File: src/rtl/motoro3_ramp_ctrl_pkg.sv
// ---------------------------------------------------------------------------
// | Module  : motoro3_ramp_ctrl_pkg                                          |
// | Desc    : State codes and default constants for the motor ramp control.  |
// | Rev     : 1.0  initial release                                           |
// ---------------------------------------------------------------------------
`default_nettype none

package motoro3_ramp_ctrl_pkg;

  localparam int M3_PERIOD_W     = 25;
  localparam int M3_START_PERIOD = 1_666_667;
  localparam int M3_MIN_PERIOD   = 1_667;
  localparam int M3_RAMP_STEP    = 16_667;
  localparam int M3_WDOG_CYCLES  = 4_000_000;

  typedef enum logic [2:0] {
    ST_IDLE  = 3'd0,
    ST_RAMP  = 3'd1,
    ST_RUN   = 3'd2,
    ST_STOP  = 3'd3,
    ST_FAULT = 3'd4
  } m3_state_e;

  // The generator is enabled in every state that owns a live period.
  function automatic logic m3_is_running(input m3_state_e s);
    return (s == ST_RAMP) || (s == ST_RUN) || (s == ST_STOP);
  endfunction

endpackage

`default_nettype wire

File: src/rtl/motoro3_stall_wdog.sv
// ---------------------------------------------------------------------------
// | Module  : motoro3_stall_wdog                                             |
// | Desc    : Stall watchdog; flags when no step tick arrives in WDOG_CYCLES. |
// | Rev     : 1.0  initial release                                           |
// ---------------------------------------------------------------------------
`default_nettype none

module motoro3_stall_wdog #(
  parameter int WDOG_CYCLES = 4_000_000
) (
  input  logic clk,
  input  logic rst,
  input  logic en_i,
  input  logic clear_i,
  output logic expired_o
);

  localparam int CNT_W = $clog2(WDOG_CYCLES + 1);
  localparam logic [CNT_W-1:0] LIMIT = CNT_W'(WDOG_CYCLES);

  logic [CNT_W-1:0] cnt_q;
  logic [CNT_W-1:0] cnt_d;

  always_comb begin
    cnt_d = cnt_q;
    if (clear_i) begin
      cnt_d = '0;
    end else if (en_i && (cnt_q < LIMIT)) begin
      cnt_d = cnt_q + CNT_W'(1);
    end
  end

  always_ff @(negedge clk or posedge rst) begin
    if (rst) begin
      cnt_q <= '0;
    end else begin
      cnt_q <= cnt_d;
    end
  end

  assign expired_o = (cnt_q >= LIMIT);

endmodule

`default_nettype wire

File: src/rtl/motoro3_ramp_ctrl.sv
// ---------------------------------------------------------------------------
// | Module  : motoro3_ramp_ctrl                                              |
// | Desc    : Speed-ramp sequencer driving the 3-phase step generator.       |
// |           Optional stall watchdog enabled by M3_STALL_WDOG_EN.           |
// | Rev     : 1.0  initial release                                           |
// ---------------------------------------------------------------------------
`default_nettype none

module motoro3_ramp_ctrl
  import motoro3_ramp_ctrl_pkg::*;
#(
  parameter int PERIOD_W     = M3_PERIOD_W,
  parameter int START_PERIOD = M3_START_PERIOD,
  parameter int MIN_PERIOD   = M3_MIN_PERIOD,
  parameter int RAMP_STEP    = M3_RAMP_STEP,
  parameter int WDOG_CYCLES  = M3_WDOG_CYCLES
) (
  input  logic                clk,
  input  logic                rst,
  input  logic                cmd_start,
  input  logic                cmd_stop,
  input  logic                fault_clr,
  input  logic [PERIOD_W-1:0] target_period,
  input  logic                step_tick,
  output logic                m3start,
  output logic [PERIOD_W-1:0] m3period,
  output logic [2:0]          state,
  output logic                busy,
  output logic                at_speed,
  output logic                fault
);

  localparam int W1 = PERIOD_W + 1;
  localparam logic [W1-1:0] START_X = W1'(START_PERIOD);
  localparam logic [W1-1:0] MIN_X   = W1'(MIN_PERIOD);
  localparam logic [W1-1:0] STEP_X  = W1'(RAMP_STEP);

  m3_state_e           state_q, state_d;
  logic [PERIOD_W-1:0] period_q, period_d;
  logic                wdog_expired;

  logic [W1-1:0] per_x, tp_x, tgt_x, diff_x, delta_x, ramp_next_x, stop_sum_x, stop_next_x;

  // One-bit headroom keeps the add/subtract from wrapping before saturation.
  always_comb begin
    per_x       = {1'b0, period_q};
    tp_x        = {1'b0, target_period};
    tgt_x       = (tp_x < MIN_X) ? MIN_X : ((tp_x > START_X) ? START_X : tp_x);
    diff_x      = (per_x > tgt_x) ? (per_x - tgt_x) : (tgt_x - per_x);
    delta_x     = (diff_x < STEP_X) ? diff_x : STEP_X;
    ramp_next_x = (per_x > tgt_x) ? (per_x - delta_x) : (per_x + delta_x);
    stop_sum_x  = per_x + STEP_X;
    stop_next_x = (stop_sum_x > START_X) ? START_X : stop_sum_x;
  end

`ifdef M3_STALL_WDOG_EN
  motoro3_stall_wdog #(
    .WDOG_CYCLES (WDOG_CYCLES)
  ) u_stall_wdog (
    .clk       (clk),
    .rst       (rst),
    .en_i      (m3start),
    .clear_i   (step_tick | ~m3start),
    .expired_o (wdog_expired)
  );
`else
  localparam int unused_wdog_cycles = WDOG_CYCLES;
  assign wdog_expired = 1'b0;
`endif

  always_comb begin
    state_d  = state_q;
    period_d = period_q;
    case (state_q)
      ST_IDLE: begin
        period_d = START_X[PERIOD_W-1:0];
        if (cmd_start && !cmd_stop) state_d = ST_RAMP;
      end
      ST_RAMP: begin
        if (cmd_stop) begin
          state_d = ST_STOP;
        end else if (step_tick) begin
          period_d = ramp_next_x[PERIOD_W-1:0];
          if (ramp_next_x == tgt_x) state_d = ST_RUN;
        end
      end
      ST_RUN: begin
        if (cmd_stop)              state_d = ST_STOP;
        else if (tgt_x != per_x)   state_d = ST_RAMP;
      end
      ST_STOP: begin
        if (cmd_start && !cmd_stop) begin
          state_d = ST_RAMP;
        end else if (step_tick) begin
          if (per_x == START_X) state_d  = ST_IDLE;
          else                  period_d = stop_next_x[PERIOD_W-1:0];
        end
      end
      ST_FAULT: begin
        period_d = START_X[PERIOD_W-1:0];
        if (fault_clr) state_d = ST_IDLE;
      end
      default: begin
        state_d  = ST_IDLE;
        period_d = START_X[PERIOD_W-1:0];
      end
    endcase
    // A stall overrides any ramp activity and parks the generator.
    if (wdog_expired && m3start) begin
      state_d  = ST_FAULT;
      period_d = START_X[PERIOD_W-1:0];
    end
  end

  always_ff @(negedge clk or posedge rst) begin
    if (rst) begin
      state_q  <= ST_IDLE;
      period_q <= START_X[PERIOD_W-1:0];
    end else begin
      state_q  <= state_d;
      period_q <= period_d;
    end
  end

  assign m3start  = m3_is_running(state_q);
  assign m3period = period_q;
  assign state    = state_q;
  assign busy     = (state_q != ST_IDLE);
  assign at_speed = (state_q == ST_RUN);
  assign fault    = (state_q == ST_FAULT);

endmodule

`default_nettype wire

File: config.mk
export PLATFORM = sky130hd
export DESIGN_NAME = motoro3_ramp_ctrl
export DESIGN_NICKNAME = d
export VERILOG_FILES = /design/src/rtl/motoro3_ramp_ctrl_pkg.sv /design/src/rtl/motoro3_stall_wdog.sv /design/src/rtl/motoro3_ramp_ctrl.sv
export SDC_FILE = /design/constraint.sdc
export NUM_CORES = 1
export LEC_CHECK = 0
export ABC_CLOCK_PERIOD_IN_PS = 14650
export CELL_PAD_IN_SITES_DETAIL_PLACEMENT = 1
export CELL_PAD_IN_SITES_GLOBAL_PLACEMENT = 1
export CORE_ASPECT_RATIO = 1.75
export CORE_MARGIN = 4
export CORE_UTILIZATION = 45
export CTS_CLUSTER_SIZE = 16
export DETAILED_ROUTE_END_ITERATION = 12
export PLACE_DENSITY = 0.88
export SYNTH_ARGS = -nofsm -noshare
export SYNTH_HDL_FRONTEND = slang
export SYNTH_SLANG_ARGS = --single-unit
File: constraint.sdc
create_clock -name clk -period 14.65 [get_ports clk]
set_input_delay 2.93 -clock clk [delete_from_list [all_inputs] [get_ports clk]]
set_output_delay 2.93 -clock clk [all_outputs]
set_load 0.01 [all_outputs]
==> flow_metrics.tcl, run 1 <==
set metrics [dict create \
    flow.stopped_at "clock tree synthesis" \
    post_cts_buffers 76 \
    synth-seq-area-share 0.0845 \
    die_width_um 110 \
    cts_hold_buf 0 \
    synth.top_cells.by_area "sky130_fd_sc_hd__ha_1 (13%), sky130_fd_sc_hd__a21oi_1 (7.6%), sky130_fd_sc_hd__o21ai_0 (5.8%), sky130_fd_sc_hd__xnor2_1 (5.1%), sky130_fd_sc_hd__nand2_1 (4.5%)" \
    synthesis.area_per_instance_um2 6.94 \
    synth_top_area_cell "sky130_fd_sc_hd__ha_1" \
    synth_cell_types 98 \
    count_of_flip_flops_with_a_built_in_enable_after_synthesis 0 \
    toolErrorMsg "[ERROR DPL-0033] detailed placement checks failed during check placement." \
    synth-warning-count 0 \
    initial_utilization 0.456 \
    io_pins 63 \
    number_of_synthesized_register_bits 27 \
    die_h_um 186 \
    synth_async_sr_flop_share 1.00 \
    dp_cells 1801 \
    synth-main-ff-cell "sky130_fd_sc_hd__dfrtn_1" \
    place.detailed.hpwl_mm 42.5 \
    place.port_buffers 59 \
    tritoncts_num_sinks 27 \
    post_cts_resize_count 325 \
    status "did not finish" \
    synthesis.area_um2 8190 \
    cts.htree.levels 1 \
    cts_buffers 3 \
    rows 65 \
    gpl.final_weighted_congestion 1.07 \
    cts.root.buffer_cell "sky130_fd_sc_hd__clkbuf_16" \
    ctsLongestPathBuffers 2 \
    yosysTopAreaCellShare 0.133 \
    syn-instance-count 1180 \
]
cell families after synthesis:
kind of cell | Yosys count | synth area share
adder cells (fa/ha/maj) | 90 | 0.140
AND/OR/NAND/NOR | 409 | 0.260
XOR/XNOR | 72 | 0.0779
multiplexers | 24 | 0.0313
AO/OA/AOI/OAI | 429 | 0.336
other | 2 | 0.000917
flip-flops | 27 | 0.0845
buffers and inverters | 127 | 0.0686
stage by stage:
step,cell area (um^2),setup TNS (ns),utilization,setup slack [ns],hold WS (ns)
after floorplan,8490,-68.77,-,-3.75,0.529
after global placement,11900,-94.41,0.664,-4.73,0.547
after detailed placement,11900,-115.72,0.664,-5.74,0.581
cell usage after synthesis (23+ instances only):
| library cell | count |
|---|---|
| sky130_fd_sc_hd__ha_1 | 87 |
| sky130_fd_sc_hd__nand4_1 | 25 |
| sky130_fd_sc_hd__o21ai_0 | 95 |
| sky130_fd_sc_hd__nor2_1 | 91 |
| sky130_fd_sc_hd__nor3_1 | 38 |
| sky130_fd_sc_hd__a21oi_1 | 124 |
| sky130_fd_sc_hd__inv_1 | 68 |
| sky130_fd_sc_hd__xor2_1 | 23 |
| sky130_fd_sc_hd__nand2_1 | 99 |
| sky130_fd_sc_hd__xnor2_1 | 48 |
| sky130_fd_sc_hd__nand3_1 | 41 |
| sky130_fd_sc_hd__clkbuf_1 | 35 |
==> run 2, diff against run 1 <==
- CELL_PAD_IN_SITES_DETAIL_PLACEMENT: 1 -> not set
- CELL_PAD_IN_SITES_GLOBAL_PLACEMENT: 1 -> not set
- CORE_ASPECT_RATIO: 1.75 -> not set
- CORE_UTILIZATION: 45 -> 30
- CTS_CLUSTER_SIZE: 16 -> not set
- PLACE_DENSITY: 0.88 -> not set
- PLACE_DENSITY_LB_ADDON: not set -> 0.15
==> run 2 against run 1 <==
The flow now finishes, with violations (negative setup slack). Area after synthesis unchanged. Synthesized cell count unchanged.
==> flow_metrics.tcl, run 2 <==
set metrics [dict create \
    status "finished, violations left" \
    violations "negative setup slack" \
    critPathBufInv 9 \
    fin_util 0.526 \
    final_cell_mix "sky130_fd_sc_hd__buf_4 (418), sky130_fd_sc_hd__a21oi_1 (99), sky130_fd_sc_hd__nand2_1 (85)" \
    largest_register_ff_count 25 \
    power.switching_fraction 0.491 \
    finalSetupViolations 27 \
    drt_wl_total_mm 40.1 \
    crit_path_end_kind "register" \
    rows 60 \
    firstDrtPassIters 5 \
    power.combinational.fraction 0.920 \
    power_per_cell_area_nw_per_um2 265 \
    place.port_buffers 59 \
    synthMostInstantiatedCell "sky130_fd_sc_hd__a21oi_1" \
    switchingPower_mw 1.84 \
    synth-seq-area-share 0.0845 \
    timing.final.hold_violations 0 \
    crit_path_start_kind "input port" \
    max-slew-margin-rel 0.535 \
    synth.cells.most_frequent "sky130_fd_sc_hd__a21oi_1 (124), sky130_fd_sc_hd__nand2_1 (99), sky130_fd_sc_hd__o21ai_0 (95)" \
    cts_hold_buf 0 \
    place.detailed.hpwl_mm 32.3 \
    critPathSlowestCell "sky130_fd_sc_hd__clkdlybuf4s50_1" \
    synth-warning-count 0 \
    ctsLongestPathBuffers 2 \
    dp_worst_setup_slack_ns -5.12 \
    clk_latency_ns 0.37 \
    synth_top_area_cell "sky130_fd_sc_hd__ha_1" \
    synth_cell_types 98 \
    maximum_number_of_pins_on_one_net_before_global_route_repair 32 \
    io_pins 63 \
    drc 0 \
    routed_via_density 5.49 \
    max_cap_viol_count 0 \
    p_leak_nw 6.53 \
    fill_cells 2611 \
    layout_setup_ws_ns -4.06 \
    avgRoutedWirePerCell_um 19.9 \
    tritoncts_num_sinks 27 \
    power.total_mw 3.75 \
    layout-drive-gt1-share 0.424 \
    antenna_found_initial 1 \
    tritoncts "done" \
    track_usage 0.251 \
    syn-instance-count 1180 \
    worst-slew-pin-transition_ns 0.694 \
    power_report.internal_total_mw 1.91 \
    cts_buffers 3 \
    grt_first_pass_wirelength_mm 60.6 \
    gpl.final_weighted_congestion 1.01 \
    antenna-diode-count 0 \
    total_die_area_um2 30000 \
    cts.htree.levels 1 \
    ant_nets 0 \
    die_h_um 173 \
    clockPowerShare 0.022 \
    syn_to_final_growth_pct 72.5 \
    vias 11000 \
    totalNegativeSetupSlack_ns -76.15 \
    critical_path_type "input port to register" \
    coreArea_um2 26900 \
    worst_hold_path_type "register to register" \
    rsz0062_at_grt "true" \
    initial_utilization 0.305 \
    worst_setup_hold_path_clk_slew_ns 0.06 \
    synth_async_sr_flop_share 1.00 \
    slew_viol_final 0 \
    die_width_um 173 \
    count_of_flip_flops_with_a_built_in_enable_after_synthesis 0 \
    worst_hold_slack_after_final_layout_ns 0.591 \
    critical-path-max-stage-delay_ns 0.47 \
    fin_worst_skew_ns 0.0696 \
    ir_drop_mv 0.120 \
    layout.cells.most_common "sky130_fd_sc_hd__buf_4" \
    synth.top_cells.by_area "sky130_fd_sc_hd__ha_1 (13%), sky130_fd_sc_hd__a21oi_1 (7.6%), sky130_fd_sc_hd__o21ai_0 (5.8%), sky130_fd_sc_hd__xnor2_1 (5.1%), sky130_fd_sc_hd__nand2_1 (4.5%)" \
    critical_path_peak_fanout 6 \
    cts.root.buffer_cell "sky130_fd_sc_hd__clkbuf_16" \
    synth-main-ff-cell "sky130_fd_sc_hd__dfrtn_1" \
    synthesis.area_um2 8190 \
    share_of_power_burned_in_registers 0.057 \
    number_of_synthesized_register_bits 27 \
    cp_top_family "simple AND/OR/NAND/NOR gates" \
    yosysTopAreaCellShare 0.133 \
    vias_in_the_first_global_route 10700 \
    final_nets 1791 \
    grt_overflow_total 0 \
    starting_drt_drc_count 687 \
    crit_arrival_ns 11.52 \
    worst-endpoint-required_ns 7.47 \
    synthesis.area_per_instance_um2 6.94 \
]
run 2: cell counts after synthesis:
No cell type changed its count.
run 2: cells by family (layout without fill, tap and decap cells):
logic type,after synthesis,after routing,synth area share
AOI/OAI and AO/OA,429,429,0.336
and+or+nand+nor,409,409,0.260
muxes,24,24,0.0313
buffers and inverters,127,608,0.0686
adders and majority gates,90,90,0.140
other,2,10,0.000917
xor gates and xnor gates,72,72,0.0779
DFF,27,27,0.0845
run 2: area by class of cell:
| cell class | count | area (um^2) | share of cell area |
|---|---|---|---|
| multi-input combinational | 1034 | 8300 | 0.587 |
| timing repair buffer | 523 | 4330 | 0.306 |
| sequential | 27 | 692 | 0.0490 |
| tap | 341 | 427 | 0.0302 |
| inverter | 68 | 258 | 0.0182 |
| clock buffer | 3 | 75.1 | 0.00531 |
| clock inverter | 14 | 53.8 | 0.00381 |
run 2: power groups by stage:
stage | combinational (mW) | clock, mW | sequential, mW
after floorplan | 1.55 | 0.00586 | 0.166
after global placement | 2.83 | 0.00586 | 0.209
after detailed placement | 2.82 | 0.00586 | 0.209
after CTS | 3.16 | 0.0859 | 0.211
after global routing | 3.69 | 0.0911 | 0.220
final | 3.45 | 0.0835 | 0.215
run 2: repair_timing:
action	in CTS	in global routing
resized for setup	141	135
hold endpoints to repair	0	0
buffers inserted	55	24
cloned	2	0
endpoints found under the setup margin	27	27
pin swaps	86	56
run 2: final timing paths:
check                                       start      endpoint  slack (ns)  cells after the start
worst max register to register        m3period[8]      state[0]        6.43                     36
worst min register to register        m3period[0]   m3period[0]        0.59                      2
worst min-delay path                  m3period[0]   m3period[0]        0.59                      2
worst max-delay path            target_period[20]      state[0]       -4.06                     44
max in group asynchronous                     rst   m3period[0]        4.01                      3
min in group asynchronous                     rst  m3period[17]       10.22                      3
run 2: routing by layer:
layer,up-vias,share of wire,GRT usage,wire length [um]
li1,5333,-,-,-
met5,-,0.00032,0,13
met1,5289,0.46,0.361,18600
met2,334,0.45,0.406,18200
met3,70,0.050,0.0198,2010
met4,2,0.031,0.0692,1250
run 2: metrics by stage:
step	std cells	area (um^2)
CTS	1994	13400
global placement	1922	12200
detailed placement	1922	12200
finish	2010	14100
floorplan	1188	8490
global route	2010	14100
run 2: worst register-to-register path: cells and delay by family, from the launching register on:
| family | cells | cell delay [ns] |
|---|---|---|
| AOI/OAI and AO/OA | 8 | 1.39 |
| muxes | 1 | 0.21 |
| DFF | 1 | 0.79 |
| buffers and inverters | 6 | 1.17 |
| xor gates and xnor gates | 3 | 0.48 |
| adders and majority gates | 3 | 0.82 |
| and+or+nand+nor | 15 | 3.17 |
No activity file was read; power rests on OpenSTA's default activity.
==> run 3, diff against run 2 <==
- RECOVER_POWER: not set -> 100
- SYNTH_HIERARCHICAL: not set -> 1
==> run 3 against run 2 <==
Sequential power is 2% lower. The flow finishes with violations (max-capacitance violations, max-slew violations, negative setup slack). Largest power group unchanged. Critical path depth stayed put. Wire length hardly changed. First-iteration DRC count is 0.29% higher. Global-route usage stayed put.
==> flow_metrics.tcl, run 3 <==
set metrics [dict create \
    worst_setup_hold_path_clk_slew_ns 0.06 \
    worstSetupStartpoint "target_period[20]" \
    io_pins 63 \
    largest_register_ff_count 25 \
    crit_path_end_kind "register" \
    grt_overflow_total 0 \
    vias_in_the_first_global_route 10700 \
    starting_drt_drc_count 689 \
    finish.cell_count_without_fillers 2010 \
    synth.top_cells.by_area "sky130_fd_sc_hd__ha_1 (13%), sky130_fd_sc_hd__a21oi_1 (7.6%), sky130_fd_sc_hd__o21ai_0 (5.8%), sky130_fd_sc_hd__xnor2_1 (5.1%), sky130_fd_sc_hd__nand2_1 (4.5%)" \
    coreArea_um2 26900 \
    tritoncts_num_sinks 27 \
    worst_setup_path_endpoint "state[0]" \
    max_cap_viol_count 1 \
    crit_arrival_ns 11.54 \
    cp_top_family "simple AND/OR/NAND/NOR gates" \
    final_cell_mix "sky130_fd_sc_hd__buf_4 (417), sky130_fd_sc_hd__a21oi_1 (99), sky130_fd_sc_hd__nand2_1 (85)" \
    timing.final.hold_violations 0 \
    critPathBufInv 9 \
    total_die_area_um2 30000 \
    synthMostInstantiatedCell "sky130_fd_sc_hd__a21oi_1" \
    place.detailed.hpwl_mm 32.3 \
    violations "max-capacitance violations, max-slew violations, negative setup slack" \
    initial_utilization 0.305 \
    layout.cells.most_common "sky130_fd_sc_hd__buf_4" \
    synthesis.area_um2 8190 \
    die_h_um 173 \
    stdcell_area_um2 14100 \
    synth-main-ff-cell "sky130_fd_sc_hd__dfrtn_1" \
    drc 0 \
    fin_worst_skew_ns 0.0705 \
    rows 60 \
    count_of_flip_flops_with_a_built_in_enable_after_synthesis 0 \
    synth.cells.most_frequent "sky130_fd_sc_hd__a21oi_1 (124), sky130_fd_sc_hd__nand2_1 (99), sky130_fd_sc_hd__o21ai_0 (95)" \
    avgRoutedWirePerCell_um 19.9 \
    timing.reg2reg.worst_path_depth 36 \
    rsz0062_at_grt "true" \
    syn_to_final_growth_pct 72.4 \
    power_per_cell_area_nw_per_um2 264 \
    maximum_number_of_pins_on_one_net_before_global_route_repair 32 \
    critical_path_type "input port to register" \
    syn-instance-count 1180 \
    synth-warning-count 6 \
    layout_setup_ws_ns -4.07 \
    tritoncts "done" \
    worst-slew-pin-transition_ns 1.79 \
    status "finished, violations left" \
    antenna_found_initial 1 \
    worst_hold_slack_after_final_layout_ns 0.622 \
    worst-endpoint-required_ns 7.46 \
    cts.htree.levels 1 \
    drt_wl_total_mm 40.1 \
    synth_async_sr_flop_share 1.00 \
    ctsLongestPathBuffers 2 \
    synth_top_area_cell "sky130_fd_sc_hd__ha_1" \
    power.total_mw 3.73 \
    worstReg2RegEnd "state[0]" \
    gpl.final_weighted_congestion 1.01 \
    r2r_slack_ns 6.21 \
    synth_cell_types 98 \
    routed_via_density 5.47 \
    crit_path_start_kind "input port" \
    finalSetupViolations 27 \
    place.port_buffers 59 \
    synth-seq-area-share 0.0845 \
    p_leak_nw 6.54 \
    critical-path-max-stage-delay_ns 0.47 \
    timing.critical_path.depth 44 \
    post_dp_cell_area_um2 12200 \
    holdPathStages 2 \
    totalNegativeSetupSlack_ns -76.22 \
    critical_path_peak_fanout 6 \
    yosysTopAreaCellShare 0.133 \
    clk_latency_ns 0.37 \
    fin_util 0.526 \
    track_usage 0.251 \
    number_of_synthesized_register_bits 27 \
    ir_drop_mv 0.118 \
    layout-drive-gt1-share 0.416 \
    rr_startpoint "m3period[16]" \
    min_from "m3period[11]" \
    slew_viol_final 28 \
    dp_cells 1922 \
    grt_first_pass_wirelength_mm 60.6 \
    dp_worst_setup_slack_ns -5.12 \
    vias 11000 \
    antenna-diode-count 0 \
    synthesis.area_per_instance_um2 6.94 \
    cts_buffers 3 \
    cts_hold_buf 0 \
    ant_nets 0 \
    max-slew-margin-rel -0.192 \
    critPathSlowestCell "sky130_fd_sc_hd__clkdlybuf4s50_1" \
    cts.root.buffer_cell "sky130_fd_sc_hd__clkbuf_16" \
    firstDrtPassIters 5 \
    worst_hold_path_type "register to register" \
    die_width_um 173 \
    final_nets 1791 \
]
## run 3: area by class of cell
cell class | instances | area [um^2]
Fill cell | 2613 | 12800
Inverter | 68 | 258
Clock buffer | 3 | 75.1
Timing Repair Buffer | 523 | 4320
Sequential cell | 27 | 692
Clock inverter | 14 | 53.8
Tap cell | 341 | 427
Multi-Input combinational cell | 1034 | 8300
## run 3: tightest hold or removal path, stage by stage, from the launching register on
cell and delay [ns]:
sky130_fd_sc_hd__dfstp_2 0.41, sky130_fd_sc_hd__o32ai_1 0.13, sky130_fd_sc_hd__nor2_1 0.07
## run 3: report_power, final
group | leakage, nW | switching (mW) | total (mW) | internal [mW]
combinational | 6.13 | 1.70 | 3.44 | 1.74
sequential | 0.307 | 0.0996 | 0.210 | 0.110
clock | 0.106 | 0.0416 | 0.0833 | 0.0417
## run 3: worst min-delay path by stage
stage / to / slack (ns)
2_1_floorplan: m3period[0] / 0.53
3_3_place_gp: m3period[6] / 0.60
3_5_place_dp: m3period[0] / 0.60
4_1_cts: m3period[0] / 0.61
5_1_grt: m3period[13] / 0.65
6_report: m3period[11] / 0.62
## run 3: repair_timing
action | CTS | global route
pin swaps | 86 | 56
endpoints found under the hold margin | 0 | 0
setup endpoints to repair | 27 | 27
setup buffers | 55 | 24
gates resized for setup | 141 | 135
cloned | 2 | 0
## run 3: logic make-up after synthesis
family                   count (synthesis)  share of synthesized area
other                                    2                   0.000917
multiplexers                            24                     0.0313
adder cells (fa/ha/maj)                 90                      0.140
XOR/XNOR                                72                     0.0779
flip-flops                              27                     0.0845
AND/OR/NAND/NOR                        409                      0.260
AO/OA/AOI/OAI                          429                      0.336
buffers and inverters                  127                     0.0686
## run 3: metal layers
metal	wire length [um]	global-route usage
met5	13	0
met4	1210	0.0692
met3	2020	0.0198
met2	18200	0.406
met1	18600	0.361
==> run 4, diff against run 3 <==
- CTS_CLUSTER_DIAMETER: not set -> 50
==> results of run 4 <==
The final DEF is identical to that of run 3; final timing and power are the same.
